==> src/rtl/processing_unit.sv <==
// processing_unit: eight-register datapath with PC, IR, address register, ALU operand Y,
// zero flag Z and two combinational buses.
module processing_unit #(
  parameter int word_size = 16
) (
  input  logic                 clk,
  input  logic                 rst,
  input  logic                 load_R0,
  input  logic                 load_R1,
  input  logic                 load_R2,
  input  logic                 load_R3,
  input  logic                 load_R4,
  input  logic                 load_R5,
  input  logic                 load_R6,
  input  logic                 load_R7,
  input  logic                 load_PC,
  input  logic                 inc_PC,
  input  logic [3:0]           sel_bus_1_MUX,
  input  logic [1:0]           sel_bus_2_MUX,
  input  logic                 load_IR,
  input  logic                 load_add_R,
  input  logic                 load_reg_Y,
  input  logic                 load_reg_Z,
  input  logic [word_size-1:0] mem_word,
  output logic [word_size-1:0] instruction,
  output logic [word_size-1:0] address,
  output logic [word_size-1:0] bus_1,
  output logic                 zero
);
  logic [word_size-1:0] r_q [8];
  logic [word_size-1:0] r_d [8];
  logic [word_size-1:0] pc_q, pc_d, ir_q, ir_d, ar_q, ar_d, y_q, y_d;
  logic                 z_q, z_d;
  logic [word_size-1:0] bus_2, alu_out;
  logic [4:0]           opcode;
  logic [7:0]           load_r;

  assign load_r = {load_R7, load_R6, load_R5, load_R4, load_R3, load_R2, load_R1, load_R0};
  assign opcode = ir_q[word_size-1 -: 5];

  assign bus_1 = !sel_bus_1_MUX[3] ? r_q[sel_bus_1_MUX[2:0]] :
                 sel_bus_1_MUX == 4'd8 ? pc_q : '0;

  assign bus_2 = sel_bus_2_MUX == 2'd0 ? alu_out :
                 sel_bus_2_MUX == 2'd1 ? bus_1 :
                 sel_bus_2_MUX == 2'd2 ? mem_word : '0;

  always_comb begin
    case (opcode)
      5'd1:    alu_out = y_q + bus_1;
      5'd2:    alu_out = y_q - bus_1;
      5'd3:    alu_out = y_q & bus_1;
      5'd4:    alu_out = ~bus_1;
      5'd5:    alu_out = y_q | bus_1;
      5'd6:    alu_out = y_q ^ bus_1;
      5'd7:    alu_out = ~(y_q ^ bus_1);
      5'd8:    alu_out = ~(y_q & bus_1);
      5'd9:    alu_out = ~(y_q | bus_1);
      default: alu_out = '0;
    endcase
  end

  // All next-state values derive from pre-edge register contents, so self-loads cannot loop.
  always_comb begin
    for (int k = 0; k < 8; k++) r_d[k] = load_r[k] ? bus_2 : r_q[k];
    pc_d = load_PC ? bus_2 : inc_PC ? pc_q + word_size'(1) : pc_q;
    ir_d = load_IR ? bus_2 : ir_q;
    ar_d = load_add_R ? bus_2 : ar_q;
    y_d  = load_reg_Y ? bus_2 : y_q;
    z_d  = load_reg_Z ? (alu_out == '0) : z_q;
  end

  always_ff @(posedge clk or negedge rst) begin
    if (!rst) begin
      r_q  <= '{default: '0};
      pc_q <= '0;
      ir_q <= '0;
      ar_q <= '0;
      y_q  <= '0;
      z_q  <= 1'b0;
    end else begin
      r_q  <= r_d;
      pc_q <= pc_d;
      ir_q <= ir_d;
      ar_q <= ar_d;
      y_q  <= y_d;
      z_q  <= z_d;
    end
  end

  assign instruction = ir_q;
  assign address     = ar_q;
  assign zero        = z_q;
endmodule
==> config.mk <==
export PLATFORM = sky130hd
export DESIGN_NAME = processing_unit
export DESIGN_NICKNAME = d
export VERILOG_FILES = /design/src/rtl/processing_unit.sv
export SDC_FILE = /design/constraint.sdc
export NUM_CORES = 1
export LEC_CHECK = 0
export CAP_MARGIN = 25
export CORE_ASPECT_RATIO = 1.2
export CORE_MARGIN = 2
export CORE_UTILIZATION = 40
export DETAILED_ROUTE_END_ITERATION = 16
export PLACE_DENSITY = 0.59
export REMOVE_ABC_BUFFERS = 1
export SLEW_MARGIN = 0
export SYNTH_ARGS = -nofsm -noshare
export SYNTH_HDL_FRONTEND = slang
export SYNTH_SLANG_ARGS = --single-unit
export TNS_END_PERCENT = 50
==> constraint.sdc <==
create_clock -name clk -period 9.4 [get_ports clk]
set_clock_uncertainty 0.2 [all_clocks]
set_input_delay 2.35 -clock clk [delete_from_list [all_inputs] [get_ports clk]]
set_output_delay 2.35 -clock clk [all_outputs]
set_load 0.02 [all_outputs]
Word-level counts from Yosys, hierarchy flattened
Cells that the tools add are included.
- output and inout bits: 49
- flip-flop bits (word level): 193
- input bits: 38
- logic and storage cells: 51
- magnitude comparators: 1
- equal/unequal tests: 12
- bitwise operators: 8
- reductions and logical operators: 3
- muxes and demuxes: 11
- $add $sub $neg: 3
- operators by type and width (operator ; number):
    $mux W16 ; 9
    $pmux W16 S9 ; 1
    $not A16 Y16 ; 4
    $bmux W16 S3 ; 1
    $eq A5 B3 Y1 const B ; 4
    $add A16 B1 Y16 const B ; 1
    $add A16 B16 Y16 ; 1
    $and A16 B16 Y16 ; 1
    $logic_not A16 Y1 ; 1
    $or A16 B16 Y16 ; 1
    $sub A16 B16 Y16 ; 1
    $xor A16 B16 Y16 ; 1
    $eq A5 B2 Y1 const B ; 2
    $eq A5 B4 Y1 const B ; 2
    $eq A5 B1 Y1 const B ; 1
    $eq A4 B4 Y1 const B ; 1
    $ge A4 B4 Y1 const B ; 1
    $not A3 Y4 ; 1
    $eq A2 B1 Y1 const B ; 1
    $eq A2 B2 Y1 const B ; 1
    $logic_not A2 Y1 ; 1
    $reduce_bool A2 Y1 ; 1

Logic depth before layout (Yosys ltp)
- depth after elaboration: 10
- depth in mapped cells: 21
- depth with buffers taken out: 18

Worst setup path after synthesis
OpenSTA, ideal clock, no wires.
- path kind: input port to flip-flop
- start: input port sel_bus_1_MUX[0]
- end: register ar_q[14], in the netlist address[14]
- arrival time: 6.430 ns
- path buffers: 2
- stages: 19
- required time: 9.063 ns
- library setup time: 0.137 ns
- slack: 2.633 ns
- path through: buf_6 -> mux4_2 -> nor2_1 -> a2bb2oi_1 -> ha_1 -> nand2_1 -> nor4_1 -> a21oi_1 -> xnor2_1 -> ha_1 -> and3_1 -> o211a_1 -> or3_1 -> a221o_1 -> xnor2_1 -> o21ai_0 -> a22oi_1 -> buf_2 -> a21oi_1
- word-level cells in the longest chain between the ends: 9
- elaborated cells between the ends (all ways): 19
- those cells by class: 2 x add/sub; 1 x eq/ne; 8 x mux; 8 x bitwise
- ends and longest elaborated chain (item ; line ; text):
    start: declaration ; 18 ; input logic [3:0] sel_bus_1_MUX,
    $not A3 Y4 (implied by the code) ; 41 ; assign bus_1 = !sel_bus_1_MUX[3] ? r_q[sel_bus_1_MUX[2:0]] :
    $bmux W16 S3 ; 41 ;
    $mux W16 (implied by the code) (2 in series) ; 41 ;
    $mux W16 * ; 41 ;
    parallel branches: the longest is 3 deep, another holds $sub A16 B16 Y16 ; n/a ;
    $mux W16 * ; 44 ; assign bus_2 = sel_bus_2_MUX == 2'd0 ? alu_out :
    end signal: assignment ; 85 ; ar_q <= ar_d;
    end: declaration ; 32 ; logic [word_size-1:0] pc_q, pc_d, ir_q, ir_d, ar_q, ar_d, y_q, y_d;
Every way passes the cells marked *. The select of a mux whose other input is x is not followed.
A chain may end at the register's enable or synchronous reset.

Final worst setup path
- start: input port sel_bus_1_MUX[2]
- end: register y_q[15]
- word-level cells in the longest chain between the ends: 9
- elaborated cells between the ends (all ways): 19
- those cells by class: 2 x add/sub; 1 x eq/ne; 8 x mux; 8 x bitwise
- ends and longest elaborated chain (item ; line ; text):
    $not A3 Y4 (implied by the code) ; 41 ;
    $bmux W16 S3 ; 41 ;
    $mux W16 (implied by the code) (2 in series) ; 41 ;
    $mux W16 * ; 41 ;
    parallel branches: the longest is 3 deep, another holds $sub A16 B16 Y16 ; n/a ;
    $mux W16 * ; 44 ;
    end signal: assignment ; 86 ; y_q <= y_d;
    end: declaration ; 32 ;
Marks and branches as above.

==> results_dict.tcl <==
set metrics [dict create \
    vias 9495 \
    htree_levels 4 \
    yosys.area.top_type "dfrtp_1" \
    synth_compound_gate_area_share_pct 19.5 \
    ys_seq_area_share_pct 41.8 \
    num_antenna_cells 0 \
    drt_iter0_drc 592 \
    hold_viol 0 \
    synth.area.top_cells "dfrtp_1 (42%), a21oi_1 (9.2%), nor2_1 (7.6%)" \
    holdBufCountCts 0 \
    max_slew_margin_pct 15.4 \
    drt_first_pass_iters 6 \
    p_leak_nw 5.77 \
    io-pin-count 87 \
    syn_inst 1265 \
    die_h_um 190 \
    hp-class "flip-flop to flip-flop" \
    yosysMostFrequentCell "nor2_1" \
    peakVddDrop_mv 0.142 \
    finalSetupViolations 0 \
    yosys_warnings 0 \
    synth_commonest_cells "nor2_1 (233), a21oi_1 (212), dfrtp_1 (193), clkbuf_1 (64), mux2i_1 (51)" \
    p_total_mw 2.68 \
    end_kind "flip-flop" \
    ys_types 82 \
    wirelength_um 34100 \
    cts_tree "done" \
    avgSynthCellArea_um2 9.14 \
    clockBufferDepth 2 \
    arrival_ps 8330 \
    root_buffer "clkbuf_16" \
    grt_max_degree 70 \
    initial_core_util_pct 40.4 \
    grt_pass1_wl_um 54400 \
    drt-met1-wl_um 14700 \
    dp_hpwl_um 24500 \
    antenna_found_initial 0 \
    grt_overflow 0 \
    synth-adder-area-share_pct 5.48 \
    cts_setup_buffers 0 \
    utilization_pct 46.5 \
    whs_ps 299 \
    ys.flop_type "dfrtp_1" \
    fp.coreArea_um2 28600 \
    grt_usage_pct 23.0 \
    via_per_inst 5.58 \
    yosys.area_share.xor_xnor_pct 3.99 \
    ant_nets 0 \
    route.met3.wl_um 1270 \
    required_ps 9490 \
    rsz0062_at_grt "false" \
    die_w_um 159 \
    die-area_um2 30300 \
    cellPowerDensity_nw_per_um2 201 \
    synth_top_family_by_area "compound AO/OA/AOI/OAI gates" \
    grt_pass1_vias 9456 \
    cts_sinks 193 \
    cts_made_buffers 17 \
    crit_path_max_fanout 12 \
    drc 0 \
    final.min_clock_period_ps 8240 \
    max_freq_mhz 121 \
    worstSetupStartpointType "input port" \
    final_nets 1393 \
    setup-tns-final_ps 0 \
    cts_resized 0 \
    maxCapViolCount 0 \
    async_flop_share_pct 100 \
    synth_edf_count 0 \
    maxSlewViolCount 0 \
    place.gp.congestion 0.935 \
    synth-seq-cells 193 \
    portBuffers 86 \
    fin_crit_sh_pct 87.6 \
    area_growth_pct 14.9 \
    crit_type "input port to flip-flop" \
    synth_top_area_share_pct 41.8 \
    synth.cell_area_um2 11600 \
    tightest_slew_ps 1270 \
    drive_gt1_share_pct 10.1 \
    synth-simple-area-share_pct 15.7 \
    row_count 68 \
    clkLatencyLatePin_ps 440 \
    outcome "complete, no violations" \
    avgRoutedWirePerCell_um 20.0 \
    wl_met2_um 17000 \
    synthMuxAreaShare_pct 8.02 \
    top_layer_used "met4" \
    clk_pin_slew_worst_paths_ps 70 \
]
[per-stage QoR]
step / std cells / cell area [um^2] / setup slack (ps)
3_3_place_gp: 1668 / 12700 / 1030
6_report: 1702 / 13300 / 1160
2_1_floorplan: 1160 / 11100 / 2560
5_1_grt: 1702 / 13300 / 740
3_5_place_dp: 1669 / 12700 / 762
4_1_cts: 1700 / 13300 / 1220
[layout make-up]
cell class	count	area (um^2)
Clock buffer	20	457
Tap cell	385	482
Clock inverter	11	105
Multi-Input combinational cell	926	6090
Timing Repair Buffer	126	1170
Sequential cell	193	4830
Inverter	41	154
Fill cell	2808	15300
[placed cells by master (no fill, tap or decap), types with 29 or more instances in the layout]
cell / Yosys / layout
xnor2_1: 40 / 40
nand3_1: 29 / 29
dfrtp_1: 193 / 193
nor2_1: 233 / 233
buf_4: 4 / 39
a21oi_1: 212 / 212
mux2i_1: 51 / 51
clkdlybuf4s50_1: 0 / 83
inv_1: 36 / 36
ha_1: 49 / 49
nand2_1: 45 / 45
[registers in the layout, summed over array words and instances (netlist names)]
register / flops
address: 16
instruction: 16
pc_q: 16
r_q: 128
y_q: 16
zero: 1
[kinds of logic after synthesis]
family	count (synthesis)
buf+inv	146
simple gates	394
flops	193
compound gates	359
xor+xnor	51
fa+ha+maj	50
mux	72
[worst paths after layout]
kind                             startpoint          end  slack [ps]  cells after the start
setup / recovery           sel_bus_1_MUX[2]      y_q[15]        1160                     16
hold / removal                      r_q[63]      r_q[63]         300                      2
setup reg to reg                    r_q[65]      y_q[15]        3750                     15
hold reg to reg                     r_q[63]      r_q[63]         300                      2
max in group asynchronous               rst     r_q[114]        6030                      2
min in group asynchronous               rst  address[13]        1690                      1
[report_power, final]
| group | internal [mW] | total, mW | leakage [nW] | switching (mW) |
|---|---|---|---|---|
| registers | 0.947 | 1.03 | 2.29 | 0.0862 |
| logic | 0.391 | 0.937 | 3.20 | 0.547 |
| clock network | 0.380 | 0.706 | 0.277 | 0.325 |
| total | 1.72 | 2.68 | 5.77 | 0.958 |
[critical path, stage by stage]
cell and delay (ps):
clkdlybuf4s50_1 760, nor2b_1 670, a221o_1 270, a2bb2oi_1 550, ha_1 320, nand2_1 100, nor4_1 650, a31oi_1 200
xnor2_1 160, ha_1 390, o211a_1 240, nand2_1 70, a211oi_1 260, xnor3_2 490, a21oi_2 680, o21ai_1 170
[routing by layer]
| metal | vias to the layer above | track usage [%] |
|---|---|---|
| met4 | 0 | 9.48 |
| met5 | - | 0 |
| met1 | 4635 | 29.5 |
| met2 | 260 | 40.0 |
| li1 | 4534 | - |
| met3 | 66 | 2.48 |
Power figures use the tool's default switching activity.
